--- config.mk ---
export PLATFORM = sky130hd
export DESIGN_NAME = clock_set_ctrl
export DESIGN_NICKNAME = d
export VERILOG_FILES = /design/src/rtl/clock_set_ctrl.sv
export SDC_FILE = /design/constraint.sdc
export NUM_CORES = 1
export LEC_CHECK = 0
export ABC_AREA = 1
export CORE_MARGIN = 2
export CORE_UTILIZATION = 30
export DETAILED_ROUTE_END_ITERATION = 7
export GPL_TIMING_DRIVEN = 0
export HOLD_SLACK_MARGIN = 0.06
export PLACE_DENSITY = 0.48
export SYNTH_ARGS = -nofsm -noshare
export SYNTH_HDL_FRONTEND = slang
export SYNTH_SLANG_ARGS = --single-unit
export TNS_END_PERCENT = 100
--- constraint.sdc ---
create_clock -name clk -period 3.1 [get_ports clk]
set_input_delay 0.465 -clock clk [delete_from_list [all_inputs] [get_ports clk]]
set_output_delay 0.465 -clock clk [all_outputs]
set_load 0.03 [all_outputs]
--- src/rtl/clock_set_ctrl.sv ---
// Time-set controller: button FSM, shadow hour/minute registers,
// counter freeze while setting and a one-cycle load on commit.
module clock_set_ctrl #(
  parameter int HOUR_MAX   = 23,
  parameter int MIN_MAX    = 59,
  parameter int TIMEOUT_S  = 10,
  parameter int REPEAT_DLY = 50_000_000,
  parameter int REPEAT_PER = 10_000_000
) (
  input  logic                             clk,
  input  logic                             reset,
  input  logic [2:0]                       buttons,
  input  logic                             tick,
  input  logic [$clog2(HOUR_MAX+1)-1:0]    cur_hours,
  input  logic [$clog2(MIN_MAX+1)-1:0]     cur_mins,
  output logic [$clog2(HOUR_MAX+1)-1:0]    set_hours,
  output logic [$clog2(MIN_MAX+1)-1:0]     set_mins,
  output logic                             load,
  output logic                             run_en,
  output logic [1:0]                       mode,
  output logic                             blink
);

  localparam int HW = $clog2(HOUR_MAX + 1);
  localparam int MW = $clog2(MIN_MAX + 1);
  localparam int TW = $clog2(TIMEOUT_S + 1);
  localparam int RW = $clog2(REPEAT_DLY + 1);

  typedef enum logic [1:0] {
    RUN      = 2'd0,
    SET_HOUR = 2'd1,
    SET_MIN  = 2'd2
  } state_t;

  state_t          state, state_n;
  logic [2:0]      btn_q, press;
  logic [TW-1:0]   idle, idle_n;
  logic [RW-1:0]   up_cnt, up_cnt_n;
  logic [RW-1:0]   dn_cnt, dn_cnt_n;
  logic [HW-1:0]   hours_n;
  logic [MW-1:0]   mins_n;
  logic            load_n, blink_n;
  logic            up_alone, dn_alone;
  logic            up_rpt, dn_rpt;
  logic            inc, dec, active;

  assign press    = buttons & ~btn_q;
  assign up_alone = buttons[1] & ~buttons[0];
  assign dn_alone = buttons[0] & ~buttons[1];
  assign up_rpt   = up_alone & ~press[1]
                  & (up_cnt == RW'(REPEAT_DLY));
  assign dn_rpt   = dn_alone & ~press[0]
                  & (dn_cnt == RW'(REPEAT_DLY));
  assign inc      = (press[1] | up_rpt) & ~buttons[0];
  assign dec      = (press[0] | dn_rpt) & ~buttons[1];
  assign active   = (|press) | up_rpt | dn_rpt;

  assign mode   = state;
  assign run_en = (state == RUN);

  // cnt==0 means idle; after a repeat step it reloads so the next
  // step lands exactly REPEAT_PER cycles later
  function automatic logic [RW-1:0] rpt_next(
    input logic          alone,
    input logic          pr,
    input logic          rpt,
    input logic [RW-1:0] cnt
  );
    if (!alone)          return '0;
    else if (pr)         return RW'(1);
    else if (rpt)        return RW'(REPEAT_DLY - REPEAT_PER + 1);
    else if (cnt != '0)  return cnt + 1'b1;
    else                 return '0;
  endfunction

  always_comb begin
    state_n  = state;
    hours_n  = set_hours;
    mins_n   = set_mins;
    load_n   = 1'b0;
    blink_n  = blink;
    idle_n   = idle;
    up_cnt_n = rpt_next(up_alone, press[1], up_rpt, up_cnt);
    dn_cnt_n = rpt_next(dn_alone, press[0], dn_rpt, dn_cnt);
    unique case (state)
      RUN: begin
        idle_n  = '0;
        blink_n = 1'b0;
        if (press[2]) begin
          state_n  = SET_HOUR;
          hours_n  = cur_hours;
          mins_n   = cur_mins;
          blink_n  = 1'b1;
          up_cnt_n = '0;
          dn_cnt_n = '0;
        end
      end
      SET_HOUR, SET_MIN: begin
        if (press[2]) begin
          idle_n = '0;
          if (state == SET_HOUR) begin
            state_n  = SET_MIN;
            blink_n  = 1'b1;
            up_cnt_n = '0;
            dn_cnt_n = '0;
          end else begin
            state_n = RUN;
            load_n  = 1'b1;
            blink_n = 1'b0;
          end
        end else begin
          if (state == SET_HOUR) begin
            if (inc)
              hours_n = (set_hours == HW'(HOUR_MAX))
                      ? '0 : set_hours + 1'b1;
            else if (dec)
              hours_n = (set_hours == '0)
                      ? HW'(HOUR_MAX) : set_hours - 1'b1;
          end else begin
            if (inc)
              mins_n = (set_mins == MW'(MIN_MAX))
                     ? '0 : set_mins + 1'b1;
            else if (dec)
              mins_n = (set_mins == '0)
                     ? MW'(MIN_MAX) : set_mins - 1'b1;
          end
          if (active) begin
            idle_n = '0;
          end else if (tick) begin
            if (idle == TW'(TIMEOUT_S - 1)) begin
              state_n = RUN;
              idle_n  = '0;
              blink_n = 1'b0;
            end else begin
              idle_n = idle + 1'b1;
            end
          end
          if (tick && state_n != RUN)
            blink_n = ~blink;
        end
      end
      default: state_n = RUN;
    endcase
  end

  always_ff @(posedge clk) begin
    if (reset) begin
      state     <= RUN;
      btn_q     <= 3'b111;
      set_hours <= '0;
      set_mins  <= '0;
      load      <= 1'b0;
      blink     <= 1'b0;
      idle      <= '0;
      up_cnt    <= '0;
      dn_cnt    <= '0;
    end else begin
      state     <= state_n;
      btn_q     <= buttons;
      set_hours <= hours_n;
      set_mins  <= mins_n;
      load      <= load_n;
      blink     <= blink_n;
      idle      <= idle_n;
      up_cnt    <= up_cnt_n;
      dn_cnt    <= dn_cnt_n;
    end
  end

endmodule

# == After elaboration in Yosys (flattened, before gate mapping) ==
# Index checks and enable logic that the tools add are counted.
# totals
word_cells,123
out_inout_bits,16
inputBits,17
regBits,74
# classes
n_eq_ne,16
addsub,7
reduce_logical,15
n_bitwise,21
n_mux,55
# op_table
op,count
26-bit two-way mux,14
26-bit case mux with 2 select lines,2
26-bit by 1-bit adder with 26-bit output (second input constant),2
26-bit == test (second input constant),2
26-bit nonzero test,2
6-bit two-way mux,7
5-bit two-way mux,7
2-bit two-way mux,8
4-bit two-way mux,4
4-bit inequality test (second input constant),4
6-bit case mux with 2 select lines,1
5-bit case mux with 2 select lines,1
5-bit AND reduction,2
1-bit AND,8
1-bit two-way mux,8
4-bit case mux with 2 select lines,1
1-bit inverter,7
6-bit by 1-bit adder with 6-bit output (second input constant),1
6-bit == test (second input constant),1
6-bit zero test,1
2-bit inequality test (second input constant),3
3-bit OR reduction,2
6-bit by 1-bit subtractor with 6-bit output (second input constant),1
5-bit by 1-bit adder with 5-bit output (second input constant),1
20 further kinds,24

# == Logic depth before layout (Yosys ltp) ==
# Gate-level depths: netlist of run 1.
# depth
depth_word,15
depth_mapped,19
ltp_nobuf,19

# == Least setup slack after synthesis of run 1 ==
# Ideal clock, no wire load.
# synth_path
path_type,reg2reg
from,register state[0] (netlist: mode[0])
to,register dn_cnt[19]
period_less_slack_ns,2.215
setup_slack_ns,0.885
path_buffers,2
path_stages_with_launch,13
arrival_time_ns,2.151
required_ns,3.036
cell_sequence,dfxtp_1 -> inv_1 -> ha_1 -> clkbuf_1 -> nand2_1 -> inv_1 -> o21ai_1 -> nor2_1 -> inv_1 -> nor2_1 -> nand2_2 -> buf_4 -> nor2_1
# synth_via
elab_chain_cells,4
# synth_rtl
element,line,source
from (decl),35,"state_t state, state_n;"
from (signal assigned),158,state <= state_n;
2-bit by 1-bit == test with 1-bit output,"85, 101",
26-bit two-way mux,101,if (state == SET_HOUR) begin
26-bit two-way mux,99,if (press[2]) begin
26-bit case mux with 2 select lines *,85,unique case (state)
to (signal assigned),166,dn_cnt <= dn_cnt_n;
to (decl),39,"logic [RW-1:0] dn_cnt, dn_cnt_n;"
# Mark *: on every way between the ends. The rest lies on a longest branch, timed or not.
# A chain may end at the register's enable or synchronous reset.

# == Worst setup path after layout of run 1 ==
# layout_path
from,register state[1] (netlist: mode[1])
to,register dn_cnt[15]
# Same word-level chain as after synthesis.

==> results of run 1 <==
registers in the layout (all words and copies together) (netlist names):
register / count
load: 1
mode: 2
idle: 4
btn_q: 3
set_hours: 5
dn_cnt: 26
up_cnt: 26
blink: 1
set_mins: 6
logic make-up after synthesis:
| family | after synthesis | share of synthesized area, % |
|---|---|---|
| flops | 74 | 33.1 |
| buf+inv | 109 | 9.51 |
| fa+ha+maj | 15 | 4.20 |
| xor+xnor | 31 | 6.07 |
| compound gates | 75 | 9.79 |
| simple gates | 355 | 37.3 |
cells in the final DEF (no fill, tap or decap), types with 6 or more instances in the layout:
master             n
a21oi_1           27
clkbuf_1           7
clkbuf_16          9
clkdlybuf4s50_1   32
dfxtp_1           74
ha_1              15
inv_1             92
nand2_1          122
nand2_2           11
nand3_1           45
nand4_1           10
nor2_1           105
nor2_2             8
nor3_1            21
nor3b_1            6
nor4_1             8
o21ai_0           22
xnor2_1           10
xor2_1            21
final timing paths:
check / start / endpoint / slack (ps) / cells past startpoint
worst min-delay path: up_cnt[0]$_SDFF_PP0_ / up_cnt[0]$_SDFF_PP0_ / 500 / 1
worst min register to register: up_cnt[0]$_SDFF_PP0_ / up_cnt[0]$_SDFF_PP0_ / 500 / 1
worst max-delay path: mode[1]$_SDFFE_PP0P_ / dn_cnt[15]$_SDFF_PP0_ / 590 / 12
worst max register to register: mode[1]$_SDFFE_PP0P_ / dn_cnt[15]$_SDFF_PP0_ / 590 / 12
power breakdown:
group	switching [mW]	internal [mW]	total, mW
logic	0.289	0.181	0.470
clock network	0.414	0.746	1.16
registers	0.0419	0.980	1.02
total	0.744	1.91	2.65
synth_stat cells (all sizes together) (2+ instances only):
master and instances:
nand2 135, nor2 116, inv 97, dfxtp 74, nand3 46, a21oi 27
nor3 27, o21ai 27, xor2 21, ha 15, nand4 10, xnor2 10
nor4 9, nor3b 7, a211oi 5, a31oi 5, buf 5, clkbuf 5
o211ai 4, clkinv 2, o21bai 2, o22ai 2, or2 2
final cells by class:
cell class / instances / area share [%]
Multi-Input combinational cell: 476 / 48.0
Sequential cell: 74 / 27.7
Inverter: 99 / 6.98
Timing Repair Buffer: 32 / 6.00
Clock buffer: 13 / 4.87
Tap cell: 184 / 4.31
Clock inverter: 2 / 1.12
Buffer: 10 / 0.984
per-layer routing:
| metal | share of wire, % | global-route usage [%] |
|---|---|---|
| met5 | 0 | 0 |
| met4 | 1.7 | 5.43 |
| met3 | 4.0 | 3.53 |
| met2 | 45 | 24.8 |
| met1 | 49 | 19.6 |
worst max-delay path: cells and delay by family, from the launching register on:
kind / cells / cell delay (ps)
AO/OA/AOI/OAI: 1 / 100
AND/OR/NAND/NOR: 5 / 780
flip-flops: 1 / 490
buffers and inverters: 5 / 790
adder cells (fa/ha/maj): 1 / 280
==> results.md, run 1 <==
* Placed inst area at around 5000 µm²
* Number of vias per cell at 4.72
* Router iterations before antenna repair at 4
* Syn. warnings at 0
* Actual slew at the worst max-slew pin at 573 ps
* Crit. End Element: flip-flop
* Initial Util at 30.8%
* Highest clock rate at 0.399 GHz
* Final hold violation count at 0
* Critical path data required time at 3380 ps
* Fin area at 5340 µm²
* # Max-Cap Violations at 0
* Final layout net count at approximately 730
* Sequential area share after synthesis at between 30% and 40%
* DP Cell Count at 875
* Cts hold-fix bufs at 0
* Clock Latency Late Sink at about 340 ps
* Library cells used by synthesis at between 40 and 50
* Area taken by multi-input logic gates at 2560 µm²
* Post-Syn Area at around 4500 µm²
* Sequential Area at 1480 µm²
* Wire per inst at 12.6 µm
* Setup TNS at 0 ps
* Share of layout cells above drive strength 1 at 8.78%
* Worst-path cell chain: inv_1 -> ha_1 -> clkbuf_1 -> nand2_1 -> inv_1 -> o21ai_1 -> nor2_1 -> inv_1 -> nor2_1 -> nand2_2 -> buf_4 -> nor2_1
* Status: completed
* RSZ-0062 raised after global routing: no
* Num Clock Sinks at 74
* Synth async-reset ratio at 0%
* CTS tree: built
* Place WS at 256 ps
* ANT cells at 0
* Worst Setup Start Kind: flip-flop
* Maximum root-to-sink buffer count at 2
* CTS resizes at 0
* Worst Setup Slack, final at 594 ps
* # IOs at 33
* Clk slew on worst S/H paths at 60 ps
* Period utilisation layout at between 80% and 90%
* DIE AREA at 15900 µm²
* Mapped Cells at 659
* HP Class: reg2reg
* Vias at roughly 4200
* GRT Residual Overflow at 0
* Syn_area_per_cell at 6.79 µm²
* Final setup fails at 0
* Post-CTS Setup Bufs at 0
* Final WL at 11200 µm
* Top cell type's share of synthesized area at approximately a third
* PortBufs at 32
* Pwr per Cell Area at just under 500 nW/µm²
* Syn_nets at roughly 690
* Top post-synthesis cells by area: dfxtp_1, nand2_1, nor2_1
* Finished Layout Cells at between 800 and 900
* Number of synthesized flops with an enable pin at 0
* P&R area growth vs syn at 19.5%
* Critical path type: reg2reg
* Power, Total at ~2.7 mW
* Max Slew Vio Count at 0
* CTS HTree Levels at 3
* Max-slew headroom at 61.8%
* Hpwl dp at 8370 µm
* CP peak stage delay at 490 ps
* Peak supply drop at 0.000264 V
* CP max-delay cell: dfxtp_1
* GRT Resource Usage Total at 15.2%
* Largest area contributor in the netlist: dfxtp_1
* Fill cells at 1593
* Die Ht at 126 µm
* Gpl congestion at 0.849
* Die X-Extent at approximately 130 µm
* Largest net degree at the start of global routing at 12
* Vias in the first global route at approximately 4200
* Root Driver: clkbuf_16
* Site row count at 44
* DR DRC count at 0
* Fin Hold WS at 495 ps
* Crit Path Max Fanout at 10
* Core ar. at 14500 µm²
* CTS Buf Count at 9
* Leak at 2.11 nW
* Final Critical Period at 2510 ps
* Arrival time at the worst endpoint at 2790 ps
* Ys flop type: dfxtp_1
* Starting DRT DRC Count at 178
* Initial antenna violation count at 0
* Number of synthesized register bits at 74
* First-pass GRT wire length at 19800 µm
* Skew final at 8.78 ps
* Antenna Violating Nets Remaining at 0
* Finished Core Util at roughly 37%
No activity file was read; power rests on OpenSTA's default activity.
==> inputs of run 2 (changes only) <==
--- a/config.mk
+++ b/config.mk
@@ -11,7 +11,7 @@
 export DETAILED_ROUTE_END_ITERATION = 7
 export GPL_TIMING_DRIVEN = 0
 export HOLD_SLACK_MARGIN = 0.06
-export PLACE_DENSITY = 0.48
+export PLACE_DENSITY = 0.5
 export SYNTH_ARGS = -nofsm -noshare
 export SYNTH_HDL_FRONTEND = slang
 export SYNTH_SLANG_ARGS = --single-unit
==> constraint.sdc (replaced) <==
create_clock -name clk -period 2.15 [get_ports clk]
set_input_delay 0.3225 -clock clk [delete_from_list [all_inputs] [get_ports clk]]
set_output_delay 0.3225 -clock clk [all_outputs]
set_load 0.03 [all_outputs]
==> run 2 against run 1 <==
Net effect:
- count of clock-buffer cells in the layout increased by 1
- highest routed layer unchanged
- clock skew decreased by 0.90 ps
- combinational power rose by 56%
- non-clock buffer count rose by 11
- sequential share of layout area fell by 1.1 points
- first-iteration DRC count increased by 27%
- global-route usage is 0.56 points lower
==> results.md, run 2 (synthesis gave the netlist of run 1 again) <==
* Status: completed (unchanged)
* Final hold violation count at 0 (unchanged)
* Logic gate share of total power at 19.0% (was 17.7%)
* Most common cell after layout, fill and taps aside: nand2_1 (unchanged)
* Critical path data required time at 2440 ps (was 3380 ps)
* GRT Residual Overflow at 0 (unchanged)
* Hpwl dp at 8260 µm (was 8370 µm)
* # Max-Cap Violations at 0 (unchanged)
* Share of layout cells above drive strength 1 at 14.9% (was 8.78%)
* Clk slew on worst S/H paths at 60 ps (about the same)
* Wire per inst at 12.4 µm (was 12.6 µm)
* Most numerous cell on the critical path: nor2_1
* Max Slew Vio Count at 0 (unchanged)
* Antenna Violating Nets Remaining at 0 (unchanged)
* Final WL at 11200 µm (about the same)
* Fin Hold WS at 338 ps (was 495 ps)
* CTS HTree Levels at 3 (unchanged)
* Final setup fails at 0 (unchanged)
* Max-slew headroom at 65.0% (was 61.8%)
* Most frequent cells in the layout: nand2_1, nor2_1, inv_1, dfxtp_1, nand3_1 (unchanged)
* Die X-Extent at 126 µm (unchanged)
* P_sw at 1.10 mW (was 0.744 mW)
* RSZ-0062 raised after global routing: yes (was no)
* Critical path type: reg2reg (unchanged)
* Pwr per Cell Area at 690 nW/µm² (was 496 nW/µm²)
* Highest clock rate at 0.500 GHz (was 0.399 GHz)
* Worst R2R Start: mode[0]$_SDFFE_PP0P_ (was mode[1]$_SDFFE_PP0P_)
* CP peak stage delay at 410 ps (was 490 ps)
* Worst Setup Start Kind: flip-flop (unchanged)
* Largest net degree at the start of global routing at 12 (unchanged)
* CTS tree: built (unchanged)
* Initial Util at 30.8% (unchanged)
* Worst-path cell chain: inv_1 -> ha_4 -> inv_1 -> nor2_1 -> nor3_1 -> nand2_4 -> clkinvlp_4 -> o21ai_1 -> nor2_1 -> a21oi_1 -> nor2_1 (was inv_1 -> ha_1 -> clkbuf_1 -> nand2_1 -> inv_1 -> o21ai_1 -> nor2_1 -> inv_1 -> nor2_1 -> nand2_2 -> buf_4 -> nor2_1)
* Period utilisation layout at 93.1% (was 80.8%)
* Int Power at 2.76 mW (was 1.91 mW)
* Place WS at -520 ps (was 256 ps)
* Power, Total at 3.86 mW (was 2.65 mW)
* Die Ht at 126 µm (unchanged)
* Largest regs: dn_cnt: 26 flops, up_cnt: 26 flops, set_mins: 6 flops (unchanged)
* Reg2Reg Setup Slack at 150 ps (was 590 ps)
* Initial antenna violation count at 0 (unchanged)
* Net Sw Frac at 28.5% (was 28.1%)
* Worst R2R Path Depth at 11 (was 12)
* Worst Setup Slack, final at 148 ps (was 594 ps)
* Leak at 2.24 nW (was 2.11 nW)
* Router iterations before antenna repair at 5 (was 4)
* CTS Buf Count at 9 (unchanged)
* Starting DRT DRC Count at 226 (was 178)
* Sequential Area at 1490 µm² (was 1480 µm²)
* PortBufs at 32 (unchanged)
* HP Start: buttons[1] (was up_cnt[0]$_SDFF_PP0_)
* Root Driver: clkbuf_16 (unchanged)
* First-pass GRT wire length at 19000 µm (was 19800 µm)
* Site row count at 44 (unchanged)
* RR Endpoint: set_hours[2]$_SDFFE_PP0P_ (was dn_cnt[15]$_SDFF_PP0_)
* Arrival time at the worst endpoint at 2290 ps (was 2790 ps)
* Sequential power share at 38.2% (was 38.5%)
* HP Class: in2reg (was reg2reg)
* # IOs at 33 (unchanged)
* Cts hold-fix bufs at 0 (unchanged)
* Gpl congestion at 0.884 (was 0.849)
* DIE AREA at 15900 µm² (unchanged)
* Final layout net count at 745 (was 734)
* Area taken by multi-input logic gates at 2700 µm² (was 2560 µm²)
* Crit Path Max Fanout at 8 (was 10)
* Maximum root-to-sink buffer count at 2 (unchanged)
* Number of vias per cell at 4.72 (about the same)
* Num Clock Sinks at 74 (unchanged)
* GRT Resource Usage Total at 14.6% (was 15.2%)
* Vias in the first global route at 4063 (was 4198)
* Final Critical Period at 2000 ps (was 2510 ps)
* Critical Path Sink: set_hours[2]$_SDFFE_PP0P_ (was dn_cnt[15]$_SDFF_PP0_)
* Fill cells at 1564 (was 1593)
* CP max-delay cell: dfxtp_2 (was dfxtp_1)
* Clock Latency Late Sink at 350 ps (was 340 ps)
* Skew final at 7.87 ps (was 8.78 ps)
* Vias at 4261 (was 4201)
* Core ar. at 14500 µm² (unchanged)
* Actual slew at the worst max-slew pin at 526 ps (was 573 ps)
* DR DRC count at 0 (unchanged)
* Peak supply drop at 0.000394 V (was 0.000264 V)
* Clock Power Share at 42.8% (was 43.7%)
* Crit. End Element: flip-flop (unchanged)
* P&R area growth vs syn at 24.9% (was 19.5%)
* CP startpoint: mode[0]$_SDFFE_PP0P_ (was mode[1]$_SDFFE_PP0P_)
* ANT cells at 0 (unchanged)
## run 2: power by group through the flow
stage	registers [mW]	clock network [mW]	logic, mW
after global placement	1.50	0	0.673
after detailed placement	1.50	0	0.681
final	1.47	1.65	0.733
after CTS	1.47	1.69	0.689
after floorplan	1.56	0	0.404
after global routing	1.48	1.77	0.817
## run 2: layout make-up
class,count,area share [%]
tap,184,4.12
inverter,99,6.76
sequential,74,26.7
clock inverter,2,1.08
timing repair buffer,44,7.46
buffer,9,0.985
clock buffer,14,4.55
multi-input combinational,476,48.4
## run 2: worst min path at each step
| stage | endpoint | slack (ps) | depth (start not counted) |
|---|---|---|---|
| floorplan | btn_q[2]$_SDFF_PP1_ | 430 | 2 |
| global placement | dn_cnt[4]$_SDFF_PP0_ | 480 | 2 |
| detailed placement | blink$_SDFFE_PP0P_ | 480 | 2 |
| CTS | blink$_SDFFE_PP0P_ | 490 | 2 |
| global route | btn_q[1]$_SDFF_PP1_ | 350 | 3 |
| finish | btn_q[1]$_SDFF_PP1_ | 340 | 3 |
## run 2: repair_timing
item / CTS / global route
resized for setup: 5 / 47
endpoints found under the setup margin: 39 / 55
pin swaps: 0 / 15
cloned: 0 / 0
setup buffers: 0 / 12
## run 2: metal layers
metal	wire (µm)	GRT usage, %	vias up
met4	310	7.11	0
met5	0	0	-
met1	5350	19.0	1919
li1	-	-	2232
met2	4960	22.9	91
met3	523	3.44	19
## run 2: critical path, delay by kind of cell, from the launching register on
| kind | cells | cell delay [ps] |
|---|---|---|
| AOI/OAI and AO/OA | 2 | 130 |
| and+or+nand+nor | 5 | 690 |
| buffers and inverters | 3 | 420 |
| adders and majority gates | 1 | 290 |
| DFF | 1 | 410 |
## run 2: per-stage QoR
step           cell area (µm²)  cells  setup TNS, ps  util (%)
3_5_place_dp              5020    875         -22970      34.6
2_1_floorplan             4470    659              0         -
4_1_cts                   5350    890              0      36.8
6_report                  5590    902              0      38.4
3_3_place_gp              5020    875         -23960      34.6
5_1_grt                   5590    902          -64.3      38.4
